### config.mk
export PLATFORM = sky130hd
export DESIGN_NAME = fifo_write_arbiter_flat
export DESIGN_NICKNAME = d
export VERILOG_FILES = /design/src/rtl/fifo_write_arbiter_pkg.sv /design/src/rtl/fifo_write_arbiter_if.sv /design/src/rtl/fifo_write_arbiter_rr_encoder.sv /design/src/rtl/fifo_write_arbiter.sv /design/src/flat_wrapper.sv
export SDC_FILE = /design/constraint.sdc
export NUM_CORES = 1
export LEC_CHECK = 0
export CORE_ASPECT_RATIO = 0.6
export CORE_UTILIZATION = 25
export DETAILED_ROUTE_END_ITERATION = 10
export GPL_TIMING_DRIVEN = 1
export PLACE_DENSITY = 0.73
export SLEW_MARGIN = 20
export SYNTH_ARGS = -nofsm -noshare
export SYNTH_HDL_FRONTEND = slang
export SYNTH_SLANG_ARGS = --single-unit
### constraint.sdc
create_clock -name clock -period 2.17 [get_ports clock]
set_input_delay 0.434 -clock clock [delete_from_list [all_inputs] [get_ports clock]]
set_output_delay 0.434 -clock clock [all_outputs]
set_load 0.02 [all_outputs]
### src/rtl/fifo_write_arbiter_pkg.sv
// fifo_arbiter_pkg: shared definitions for the FIFO write-port arbiter.
//   - STATE_IDLE / STATE_LOCKED : state encodings.
//   - arb_state_t               : FSM state type built from those encodings.
//   - mod_increment()           : index + 1 with an explicit wrap to 0 at
//                                 modulus - 1, so non-power-of-two requester
//                                 counts wrap correctly.
package fifo_arbiter_pkg;

    localparam logic STATE_IDLE   = 1'b0;
    localparam logic STATE_LOCKED = 1'b1;

    typedef enum logic {
        IDLE   = STATE_IDLE,
        LOCKED = STATE_LOCKED
    } arb_state_t;

    function automatic int unsigned mod_increment(input int unsigned index,
                                                  input int unsigned modulus);
        return (index >= modulus - 1) ? 0 : index + 1;
    endfunction

endpackage

### src/rtl/fifo_write_arbiter_if.sv
// fifo_write_arbiter_if: requester-side streaming bundle plus FIFO write port
// and grant status of the FIFO write arbiter.
//   request_valid/data/last : per-requester beat stream (data packed,
//                             requester i at [i*WIDTH +: WIDTH])
//   request_ready           : per-requester accept (one-hot or zero)
//   fifo_full               : full flag from the FIFO controller
//   fifo_write_enable/data  : write strobe and data to the FIFO controller
//   grant_valid/grant_index : current grant
//   locked                  : arbiter is holding a packet lock
// Modports: master = producers + FIFO side, slave = the arbiter.
interface fifo_write_arbiter_if #(
    parameter int REQUESTERS  = 4,
    parameter int WIDTH       = 8,
    parameter int INDEX_WIDTH = $clog2(REQUESTERS)
);
    logic [REQUESTERS-1:0]       request_valid;
    logic [REQUESTERS*WIDTH-1:0] request_data;
    logic [REQUESTERS-1:0]       request_last;
    logic [REQUESTERS-1:0]       request_ready;
    logic                        fifo_full;
    logic                        fifo_write_enable;
    logic [WIDTH-1:0]            fifo_write_data;
    logic                        grant_valid;
    logic [INDEX_WIDTH-1:0]      grant_index;
    logic                        locked;

    modport master (
        output request_valid, request_data, request_last, fifo_full,
        input  request_ready, fifo_write_enable, fifo_write_data,
               grant_valid, grant_index, locked
    );

    modport slave (
        input  request_valid, request_data, request_last, fifo_full,
        output request_ready, fifo_write_enable, fifo_write_data,
               grant_valid, grant_index, locked
    );
endinterface

### src/rtl/fifo_write_arbiter_rr_encoder.sv
// round_robin_priority_encoder: finds the first set request bit starting at
// priority_pointer and wrapping around.
//   request          : request vector
//   priority_pointer : highest-priority index this cycle
//   found            : any request set
//   index            : winning index (valid when found)
// Two searches run in parallel: one over requests at or above the pointer,
// one over all requests. The first wins when non-empty, otherwise the
// unmasked search supplies the wrapped-around winner.
module round_robin_priority_encoder #(
    parameter int REQUESTERS  = 4,
    parameter int INDEX_WIDTH = $clog2(REQUESTERS)
) (
    input  logic [REQUESTERS-1:0]  request,
    input  logic [INDEX_WIDTH-1:0] priority_pointer,
    output logic                   found,
    output logic [INDEX_WIDTH-1:0] index
);

    logic [REQUESTERS-1:0]  masked_request;
    logic                   masked_found;
    logic [INDEX_WIDTH-1:0] masked_index;
    logic [INDEX_WIDTH-1:0] raw_index;

    generate
        for (genvar gi = 0; gi < REQUESTERS; gi++) begin : g_mask
            assign masked_request[gi] = request[gi] && (gi >= int'(priority_pointer));
        end
    endgenerate

    // Scan from the top down so the lowest set index is the last assignment.
    always_comb begin
        masked_found = 1'b0;
        masked_index = '0;
        raw_index    = '0;
        for (int i = REQUESTERS - 1; i >= 0; i--) begin
            if (masked_request[i]) begin
                masked_found = 1'b1;
                masked_index = INDEX_WIDTH'(i);
            end
            if (request[i]) begin
                raw_index = INDEX_WIDTH'(i);
            end
        end
        found = |request;
        index = masked_found ? masked_index : raw_index;
    end

endmodule

### src/rtl/fifo_write_arbiter.sv
// fifo_write_arbiter: round-robin arbiter sharing one FIFO write port among
// REQUESTERS valid/ready/last producers. Zero-latency: an accepted beat is
// written to the FIFO in the same cycle, with no internal buffering.
//   clock, reset : clock and synchronous active-high reset
//   bus (slave)  : requester streams, FIFO write port, grant status
// Build option: define FIFO_WRITE_ARBITER_PACKET_LOCK_EN to keep a multi-beat
// packet contiguous (LOCKED state). Without it every beat is arbitrated
// individually, request_last is ignored and locked is tied to 0.
module fifo_write_arbiter
    import fifo_arbiter_pkg::*;
#(
    parameter int REQUESTERS  = 4,
    parameter int WIDTH       = 8,
    parameter int INDEX_WIDTH = $clog2(REQUESTERS)
) (
    input logic               clock,
    input logic               reset,
    fifo_write_arbiter_if.slave bus
);

    logic [INDEX_WIDTH-1:0] priority_pointer_reg;
    logic                   candidate_found;
    logic [INDEX_WIDTH-1:0] candidate_index;
    logic                   in_locked;
    logic [INDEX_WIDTH-1:0] owner_index;
    logic                   transfer;
    logic [WIDTH-1:0]       data_array [REQUESTERS];

    round_robin_priority_encoder #(
        .REQUESTERS (REQUESTERS),
        .INDEX_WIDTH(INDEX_WIDTH)
    ) u_encoder (
        .request         (bus.request_valid),
        .priority_pointer(priority_pointer_reg),
        .found           (candidate_found),
        .index           (candidate_index)
    );

    generate
        for (genvar gi = 0; gi < REQUESTERS; gi++) begin : g_unpack
            assign data_array[gi] = bus.request_data[gi*WIDTH +: WIDTH];
        end
    endgenerate

`ifdef FIFO_WRITE_ARBITER_PACKET_LOCK_EN
    arb_state_t             state_reg;
    logic [INDEX_WIDTH-1:0] locked_index_reg;

    assign in_locked  = (state_reg == LOCKED);
    assign bus.locked = in_locked;
`else
    assign in_locked  = 1'b0;
    assign bus.locked = 1'b0;
`endif

    always_comb begin
        bus.request_ready = '0;
        bus.grant_valid   = 1'b0;
        owner_index       = candidate_index;
        if (!reset) begin
`ifdef FIFO_WRITE_ARBITER_PACKET_LOCK_EN
            if (in_locked) begin
                // Lock owner keeps the port even while its valid is low.
                owner_index                    = locked_index_reg;
                bus.grant_valid                = 1'b1;
                bus.request_ready[owner_index] = !bus.fifo_full;
            end else
`endif
            begin
                bus.grant_valid = candidate_found;
                if (candidate_found) begin
                    bus.request_ready[owner_index] = !bus.fifo_full;
                end
            end
        end
    end

    assign transfer              = |(bus.request_valid & bus.request_ready);
    assign bus.fifo_write_enable = transfer;
    assign bus.fifo_write_data   = data_array[owner_index];
    assign bus.grant_index       = owner_index;

    always_ff @(posedge clock) begin
        if (reset) begin
            priority_pointer_reg <= '0;
`ifdef FIFO_WRITE_ARBITER_PACKET_LOCK_EN
            state_reg        <= IDLE;
            locked_index_reg <= '0;
`endif
        end else if (transfer) begin
            // The pointer only moves on a fresh grant; inside a packet it
            // already points past the owner.
            if (!in_locked) begin
                priority_pointer_reg <= INDEX_WIDTH'(mod_increment(32'(candidate_index),
                                                                   REQUESTERS));
            end
`ifdef FIFO_WRITE_ARBITER_PACKET_LOCK_EN
            if (in_locked) begin
                if (bus.request_last[locked_index_reg]) begin
                    state_reg <= IDLE;
                end
            end else if (!bus.request_last[candidate_index]) begin
                state_reg        <= LOCKED;
                locked_index_reg <= candidate_index;
            end
`endif
        end
    end

endmodule

### src/flat_wrapper.sv
// flat-port wrapper written by rule: the top's interface ports become plain ports
module fifo_write_arbiter_flat import fifo_arbiter_pkg::*;
#(
    parameter int REQUESTERS  = 4,
    parameter int WIDTH       = 8,
    parameter int INDEX_WIDTH = $clog2(REQUESTERS)
)
  (clock, reset, bus_request_valid, bus_request_data, bus_request_last, bus_fifo_full, bus_request_ready, bus_fifo_write_enable, bus_fifo_write_data, bus_grant_valid, bus_grant_index, bus_locked);
  fifo_write_arbiter_if #(.REQUESTERS(REQUESTERS), .WIDTH(WIDTH), .INDEX_WIDTH(INDEX_WIDTH)) bus_i ();
  input logic clock;
  input logic reset;
  input wire logic [$bits(bus_i.request_valid)-1:0] bus_request_valid;
  input wire logic [$bits(bus_i.request_data)-1:0] bus_request_data;
  input wire logic [$bits(bus_i.request_last)-1:0] bus_request_last;
  input wire logic [$bits(bus_i.fifo_full)-1:0] bus_fifo_full;
  output wire logic [$bits(bus_i.request_ready)-1:0] bus_request_ready;
  output wire logic [$bits(bus_i.fifo_write_enable)-1:0] bus_fifo_write_enable;
  output wire logic [$bits(bus_i.fifo_write_data)-1:0] bus_fifo_write_data;
  output wire logic [$bits(bus_i.grant_valid)-1:0] bus_grant_valid;
  output wire logic [$bits(bus_i.grant_index)-1:0] bus_grant_index;
  output wire logic [$bits(bus_i.locked)-1:0] bus_locked;
  assign bus_i.request_valid = bus_request_valid;
  assign bus_i.request_data = bus_request_data;
  assign bus_i.request_last = bus_request_last;
  assign bus_i.fifo_full = bus_fifo_full;
  assign bus_request_ready = bus_i.request_ready;
  assign bus_fifo_write_enable = bus_i.fifo_write_enable;
  assign bus_fifo_write_data = bus_i.fifo_write_data;
  assign bus_grant_valid = bus_i.grant_valid;
  assign bus_grant_index = bus_i.grant_index;
  assign bus_locked = bus_i.locked;
  fifo_write_arbiter #(.REQUESTERS(REQUESTERS), .WIDTH(WIDTH), .INDEX_WIDTH(INDEX_WIDTH)) u_core (.clock(clock), .reset(reset), .bus(bus_i));
endmodule
# Word level (Yosys, flattened, before mapping)
# Cells that the tools add are included.
# op_classes
add_sub_neg	1
mul	0
n_div	0
n_lt_le_gt_ge	7
eq_ne	0
shift	0
mux	21
bitwise_logic	3
n_reduce_logical	7
# ops
op	count
$mux W2	9
$bmux W8 S2	1
$mux W8	2
$and A4 B4 Y4	2
$mux W4	2
$reduce_or A4 Y1	2
$mux W1	6
$ge A1 B2 Y1 const A	2
$logic_and A1 B1 Y1	4
$ge A3 B3 Y1 const B	1
$lt A2 B3 Y1 const B	1
$not A2 Y3	1
$add A2 B1 Y2 const B	1
$demux W1 S2	1
$ge A2 B1 Y1 const B	1
$ge A2 B2 Y1 const A	1
$ge A2 B2 Y1 const B	1
$logic_not A1 Y1	1
# word_totals
regBits	2
latchBits	0
ram_bits	0
rom_bits	0
inputBits	43
out_inout_bits	17
n_memories	0

# Logic depth before layout (Yosys ltp)
# Gate-level depths: netlist of run 1.
# logic_depth
word_depth	15
depth_mapped	11
mapped_depth_nobuf	9

# By module
# From an unflattened synthesis of run 1, not the netlist that was laid out.
# hier_totals
hier_cells	48
hier_area_um2	510.5
# modules_own_cells
mod	instances	cells_per_inst	area_each_um2	seq_area_each_um2
fifo_write_arbiter	1	35	432.9	40.0
round_robin_priority_encoder	1	13	77.6	0.0

# Worst setup path before layout of run 1
# No wires, ideal clock.
# synth_timing
path_type	input -> output
startpoint	input bus_request_valid[2]
endpoint	output bus_fifo_write_enable
arrival_ns	1.883
t_required_ns	1.736
slack_ns	-0.147
stages	8
path_buffers	1
path_cell_list	inv_1 -> o22ai_1 -> a211oi_1 -> buf_2 -> inv_1 -> ha_1 -> a22oi_1 -> a21boi_4
# synth_via
elab_chain_cells	14
# synth_lines
item	line	text
start, declared	flat_wrapper.sv:12	input wire logic [$bits(bus_i.request_valid)-1:0] bus_request_valid;
$logic_and A1 B1 Y1	fifo_write_arbiter_rr_encoder.sv:27	assign masked_request[gi] = request[gi] && (gi >= int'(priority_pointer));
$mux W2 or $mux W1 (tied branches) (3 in a row)	fifo_write_arbiter_rr_encoder.sv:37	if (masked_request[i]) begin
$mux W2 *	fifo_write_arbiter_rr_encoder.sv:46	index = masked_found ? masked_index : raw_index;
named net bus_grant_index[0]	flat_wrapper.sv:20	output wire logic [$bits(bus_i.grant_index)-1:0] bus_grant_index;
$lt A2 B3 Y1 (not written as such) or $ge A2 B1 Y1 (tied branches)	fifo_write_arbiter.sv:72	bus.request_ready[owner_index] = !bus.fifo_full;
$logic_and A1 B1 Y1 (not written as such)	fifo_write_arbiter.sv:72	
$mux W1 (not written as such)	fifo_write_arbiter.sv:72	
$demux W1 S2 *	n/a	
$and A4 B4 Y4 (no source line) *	n/a	
$mux W4 *	fifo_write_arbiter.sv:71	if (candidate_found) begin
$mux W4 *	fifo_write_arbiter.sv:60	if (!reset) begin
$and A4 B4 Y4 *	fifo_write_arbiter.sv:78	assign transfer = |(bus.request_valid & bus.request_ready);
$reduce_or A4 Y1 *	fifo_write_arbiter.sv:78	
end, declared	flat_wrapper.sv:17	output wire logic [$bits(bus_i.fifo_write_enable)-1:0] bus_fifo_write_enable;
# Mark *: on every way through the listed nets, which the timed path passes. The rest lies on a longest branch.

# Worst setup path after layout of run 1
# layout_timing
startpoint	input bus_request_valid[2]
endpoint	output bus_fifo_write_enable
# layout_via
elab_chain_cells	14
# layout_lines
item	line
$logic_and A1 B1 Y1	fifo_write_arbiter_rr_encoder.sv:27
$mux W2 or $mux W1 (tied branches) (3 in a row)	fifo_write_arbiter_rr_encoder.sv:37
$mux W2	fifo_write_arbiter_rr_encoder.sv:46
$lt A2 B3 Y1 (not written as such) or $ge A2 B1 Y1 (tied branches)	fifo_write_arbiter.sv:72
$logic_and A1 B1 Y1 (not written as such)	fifo_write_arbiter.sv:72
$mux W1 (not written as such)	fifo_write_arbiter.sv:72
$demux W1 S2	n/a
$and A4 B4 Y4 (no source line)	n/a
$mux W4	fifo_write_arbiter.sv:71
$mux W4	fifo_write_arbiter.sv:60
$and A4 B4 Y4 *	fifo_write_arbiter.sv:78
$reduce_or A4 Y1 *	fifo_write_arbiter.sv:78
# Every way passes the cells marked *; elsewhere a longest branch is shown, timed or not.

==> results of run 1 <==
==> final cells by class <==
type / count / share of cell area
clock buffer: 3 / 0.0293
inverter: 4 / 0.0124
multi-input combinational: 53 / 0.406
sequential: 2 / 0.0337
tap: 28 / 0.0248
timing repair buffer: 77 / 0.494
==> worst reg2reg max path: stages (launching register included) <==
cell      delay (ns)
dfxtp_4         0.35
buf_4           0.14
a211oi_4        0.27
buf_6           0.15
inv_4           0.05
ha_4            0.16
a22oi_2         0.23
a21boi_4        0.09
buf_4           0.14
buf_4           0.14
mux2i_1         0.15
nor2_1          0.06
==> synth_stat cells, types with 2 or more instances <==
library cell  number  area share
dfxtp_1            2       0.071
nor2_1             4       0.027
and2_1             4       0.045
ha_1               4       0.089
a211oi_1           2       0.027
a22oi_1            2       0.027
nand2b_1           2       0.022
a21oi_1            3       0.027
mux2i_1           25        0.45
inv_1              4       0.027
==> what timing repair did <==
item	CTS	global route
setup endpoints to repair	18	15
endpoints found under the hold margin	0	0
setup buffers	9	1
cloned	1	0
pin swaps	7	4
resized for setup	109	10
==> metrics by stage <==
stage	hold slack (ns)	setup WS (ns)	instances	utilization	TNS, ns
floorplan	0.494	0.00599	63	-	0
global placement	0.540	-0.893	155	0.619	-12.28
detailed placement	0.556	-0.967	155	0.619	-13.13
CTS	0.690	-0.0723	168	0.705	-0.404
global route	0.725	-0.148	167	0.711	-0.510
finish	0.712	-0.0662	167	0.711	-0.0662
==> cells by family after synthesis <==
kind of cell / share of synthesized area
AO/OA/AOI/OAI: 0.178
adder cells (fa/ha/maj): 0.0891
flip-flops: 0.0713
AND/OR/NAND/NOR: 0.105
multiplexers: 0.445
other: 0.00668
buffers and inverters: 0.105
==> power by group through the flow <==
stage               combinational (W)  clock, W  sequential [W]
finish                       0.000388  0.000151       0.0000425
floorplan                    0.000166         0       0.0000417
global route                 0.000411  0.000163       0.0000427
detailed placement           0.000339         0       0.0000436
global placement             0.000335         0       0.0000432
CTS                          0.000379  0.000156       0.0000421
==> metal layers <==
layer / GRT usage / vias up / wire, um
li1: - / 380 / -
met5: 0 / - / 0
met1: 0.251 / 361 / 1060
met3: 0.0412 / 2 / 124
met2: 0.417 / 28 / 1220
met4: 0.0909 / 0 / 22
==> worst max path at each step <==
stage / startpoint / cells after the start / end
5_1_grt: u_core.priority_pointer_reg[0]$_SDFFE_PP0P_ / 9 / bus_fifo_write_enable
2_1_floorplan: bus_request_valid[0] / 9 / bus_fifo_write_enable
3_3_place_gp: bus_request_valid[1] / 9 / bus_fifo_write_enable
6_report: bus_request_valid[2] / 10 / bus_fifo_write_enable
4_1_cts: u_core.priority_pointer_reg[1]$_SDFFE_PP0P_ / 8 / bus_fifo_write_enable
3_5_place_dp: bus_request_valid[1] / 9 / bus_fifo_write_enable
==> results_dict.tcl, run 1 <==
set metrics [dict create \
    ys_warn_count 0 \
    finalCriticalPeriod_ns 2.24 \
    rsz0062_at_grt "yes" \
    seq_area_sq_um 47.5 \
    area_growth_pct 151 \
    min_to "u_core.priority_pointer_reg[1]$_SDFFE_PP0P_" \
    hold_path_class "register to register" \
    detail-route-antenna-nets 0 \
    max_stage_delay_ns 0.25 \
    synthDistinctLibCells 21 \
    drc_errors 0 \
    switchingPower_w 0.000208 \
    viasPerCell 4.62 \
    violations "setup timing" \
    final_net_count 188 \
    rr_startpoint "u_core.priority_pointer_reg[1]$_SDFFE_PP0P_" \
    path_clk_slew_ns 0.03 \
    final_cell_mix "34 x clkdlybuf4s50_1, 26 x buf_4, 25 x mux2i_1" \
    grt_pass1_wl_um 3820 \
    cts_tree "built" \
    syn_nets 110 \
    cp_data_arrival_time_ns 1.80 \
    cts_root_buf "clkbuf_8" \
    yosysSeqAreaShare 0.0713 \
    p_total_w 0.000581 \
    vdd_drop_max_mv 0.647 \
    regToRegSetupSlack_ns 0.13 \
    setup_viol 1 \
    reg2reg_to "u_core.priority_pointer_reg[1]$_SDFFE_PP0P_" \
    swShare 0.357 \
    row_count 12 \
    ys_ff_latch 2 \
    start_util 0.283 \
    die_h_um 38.7 \
    dominantRegCellSynth "dfxtp_1" \
    multi_input_area_sq_um 572 \
    grt_pass1_vias 789 \
    clkPwrFrac 0.259 \
    synth_cells 63 \
    first_pass_iters 3 \
    worstHoldStart "u_core.priority_pointer_reg[1]$_SDFFE_PP0P_" \
    synth_edf_count 0 \
    cp_top_family "compound AO/OA/AOI/OAI gates" \
    path_buf_inv 5 \
    ff2ff_path_depth 11 \
    slowest_stage "a211oi_4" \
    io_buffers 54 \
    place_congestion 0.805 \
    hold_viol_final 0 \
    grt_max_degree 10 \
    die-area_sq_um 2450 \
    fmax_mhz 447 \
    crit_fanout 3 \
    cp_data_required_time_ns 1.74 \
    crit_top_cell "buf_6" \
    grt.overflow.total 0 \
    h-tree-depth 1 \
    pwr-share-comb 0.668 \
    finish.instance_area_sq_um 1410 \
    grtUsageTotal 0.219 \
    p_int_w 0.000374 \
    cts.path.max_buffers 2 \
    whs_path_depth 3 \
    layout_commonest_cell "clkdlybuf4s50_1" \
    status "complete, but fails checks" \
    fill_cells 163 \
    clk_latency_ns 0.22 \
    finalCritPeriodShare 1.03 \
    seq_power_share 0.073 \
    worst_slack_ns -0.0662 \
    cts_sinks 2 \
    cts-buffers-inserted 3 \
    largest_register_ffs 2 \
    antennaDiodeCount 0 \
    antenna_found_initial 0 \
    drt_iter0_drc 28 \
    async_flop_share 0 \
    drive_gt1_frac 0.489 \
    die_x_um 63.2 \
    syn_area_per_cell_sq_um 8.92 \
    worstPathCellList "buf_4, inv_2, o22ai_2, a211oi_4, buf_6, inv_4, ha_4, a22oi_2, a21boi_4, buf_6" \
    worstSetupEndpointType "primary output" \
    max_cap_viol_count 0 \
    fp.coreArea_sq_um 1980 \
    place_area_sq_um 1230 \
    syn_area_sq_um 562 \
    vias 771 \
    finClkSkew_ns 0.00882 \
    pin_count 60 \
    p_per_area_nw_per_um2 412 \
    wire_per_inst_um 14.5 \
    total_leakage_power_nw 0.618 \
    cts_hold_buf 0 \
    start_kind "input port" \
    dp_hpwl_um 1690 \
    worstSetupPathType "input port to primary output" \
    maxSlewViolCount 0 \
    routed_wl_um 2430 \
]
Power figures use the tool's default switching activity.
==> run 2: changes to the inputs <==
ABC_AREA = 1   (was unset)
CORE_UTILIZATION = 31   (was 25)
PLACE_DENSITY = 0.75   (was 0.73)
==> results_dict.tcl, run 2 <==
set metrics [dict create \
    status "complete, but fails checks" \
    violations "setup timing" \
    synth-compound-area-share 0.0340 \
    drc_errors 0 \
    vias 1174 \
    grt_pass1_wl_um 4640 \
    grt.overflow.total 0 \
    first_pass_iters 4 \
    antennaDiodeCount 0 \
    crit_fanout 4 \
    cts_tree "built" \
    cp_data_required_time_ns 1.74 \
    cts_root_buf "clkbuf_8" \
    final_cell_mix "34 x clkdlybuf4s50_1, 28 x inv_1, 27 x nand2_1" \
    synth_edf_count 0 \
    grtUsageTotal 0.210 \
    syn_area_per_cell_sq_um 5.47 \
    finalCritPeriodShare 1.05 \
    ys_ff_latch 2 \
    setup_viol 2 \
    vdd_drop_max_mv 0.398 \
    layout_commonest_cell "clkdlybuf4s50_1" \
    max_cap_viol_count 0 \
    cts_sinks 2 \
    hold_path_class "register to register" \
    synthDistinctLibCells 22 \
    place_congestion 0.845 \
    syn_nets 195 \
    start_kind "input port" \
    synth_fa_ha_area_frac 0.0618 \
    place_area_sq_um 1510 \
    cp_data_arrival_time_ns 1.84 \
    cts-buffers-inserted 3 \
    ys_warn_count 0 \
    worstSetupEndpointType "primary output" \
    total_leakage_power_nw 0.873 \
    pin_count 60 \
    yosysMostFrequentCell "inv_1" \
    ys_top_cells_by_count "36 x inv_1, 31 x nand2_1, 24 x nand3_1" \
    synth_top_family_by_area "simple AND/OR/NAND/NOR gates" \
    drive_gt1_frac 0.391 \
    wire_per_inst_um 11.5 \
    synth-simple-area-share 0.609 \
    row_count 13 \
    switchingPower_w 0.000306 \
    clkPwrFrac 0.197 \
    die-area_sq_um 2830 \
    worstSetupPathType "input port to primary output" \
    grt_pass1_vias 1106 \
    finish.instance_area_sq_um 1640 \
    synth_cells 148 \
    die_h_um 41.6 \
    grt_max_degree 18 \
    fp.coreArea_sq_um 2310 \
    syn_area_sq_um 810 \
    yosysSeqAreaShare 0.0495 \
    final_net_count 274 \
    clk_latency_ns 0.21 \
    synth_top_area_share 0.167 \
    detail-route-antenna-nets 0 \
    yosys.area.top_type "inv_1" \
    synth.area.mux_share 0 \
    antenna_found_initial 0 \
    dominantRegCellSynth "dfxtp_1" \
    worst_slack_ns -0.107 \
    path_clk_slew_ns 0.03 \
    netlist_top_cells_area "inv_1 17%, nand3_1 15%, nand2_1 14%" \
    area_growth_pct 103 \
    h-tree-depth 1 \
    hold_viol_final 0 \
    maxSlewViolCount 0 \
    io_buffers 54 \
    seq_power_share 0.065 \
    largest_register_ffs 2 \
    finalCriticalPeriod_ns 2.28 \
    finClkSkew_ns 0.00142 \
    async_flop_share 0 \
    finalSetupTns_ns -0.114 \
    die_x_um 68.0 \
    dp_hpwl_um 2230 \
    p_int_w 0.000413 \
    synth_xor_area_frac 0 \
    start_util 0.350 \
    drt_iter0_drc 101 \
    pwr-share-comb 0.739 \
    rsz0062_at_grt "yes" \
    swShare 0.426 \
    viasPerCell 4.60 \
    routed_wl_um 2940 \
    cts.path.max_buffers 2 \
    p_per_area_nw_per_um2 438 \
    fmax_mhz 439 \
    utilization 0.712 \
]
## run 2: final cells by class
class / count / area [sq um]
clock buffer: 3 / 41.3
fill: 194 / 666
inverter: 39 / 156
multi-input combinational: 102 / 671
sequential: 2 / 47.5
tap: 30 / 37.5
timing repair buffer: 79 / 691
## run 2: power by group through the flow
stage,clock (W),combinational (W),sequential [W]
detailed placement,0,0.000499,0.0000446
floorplan,0,0.000267,0.0000436
CTS,0.000145,0.000519,0.0000468
global placement,0,0.000488,0.0000443
finish,0.000141,0.000532,0.0000465
global route,0.000152,0.000579,0.0000472
## run 2: final timing paths
| check | start | endpoint | slack [ns] | depth (start not counted) |
|---|---|---|---|---|
| setup / recovery | bus_request_valid[2] | bus_fifo_write_enable | -0.11 | 14 |
| hold / removal | u_core.priority_pointer_reg[1]$_SDFFE_PP0P_ | u_core.priority_pointer_reg[1]$_SDFFE_PP0P_ | 0.61 | 4 |
| setup reg to reg | u_core.priority_pointer_reg[1]$_SDFFE_PP0P_ | u_core.priority_pointer_reg[1]$_SDFFE_PP0P_ | 0.10 | 16 |
| hold reg to reg | u_core.priority_pointer_reg[1]$_SDFFE_PP0P_ | u_core.priority_pointer_reg[1]$_SDFFE_PP0P_ | 0.61 | 4 |
## run 2: cell families after synthesis
| kind of cell | after synthesis |
|---|---|
| and+or+nand+nor | 95 |
| buffers and inverters | 44 |
| other | 1 |
| DFF | 2 |
| AOI/OAI and AO/OA | 2 |
| adders and majority gates | 4 |
## run 2: routing by layer
layer,up-vias,share of wire,GRT usage
met4,0,0,0.0375
met2,42,0.50,0.382
met1,524,0.43,0.246
li1,608,-,-
met5,-,0,0
met3,0,0.073,0.0495
## run 2: what timing repair did
action / 4_1_cts / 5_1_grt
pin swaps: 9 / 13
buffers inserted: 2 / 3
gates resized for setup: 95 / 21
endpoints found under the hold margin: 0 / 0
gates cloned: 0 / 0
hold buffers: 0 / 0
endpoints found under the setup margin: 18 / 14
## run 2: worst max-delay path, stage by stage
cell and delay [ns]:
buf_6 0.10, inv_4 0.06, a21oi_4 0.04, buf_6 0.12, a21boi_4 0.21, nand2_8 0.10
ha_2 0.20, inv_2 0.07, nor2_1 0.04, nand4_1 0.11, nand2_2 0.08, nor2_4 0.12
inv_2 0.05, buf_6 0.12
## run 2: metrics by stage
step	hold slack, ns	worst slack, ns	std cells	total power [W]
global route	0.663	-0.182	255	0.000778
detailed placement	0.609	-0.973	247	0.000543
CTS	0.576	-0.104	252	0.000711
global placement	0.607	-0.866	247	0.000533
finish	0.608	-0.107	255	0.000719
floorplan	0.540	-0.171	148	0.000311
==> run 3: changes to the inputs <==
ABC_CLOCK_PERIOD_IN_PS = 2170   (was unset)
==> results of run 3 <==
Final layout, timing and power as in run 2 (identical DEF).
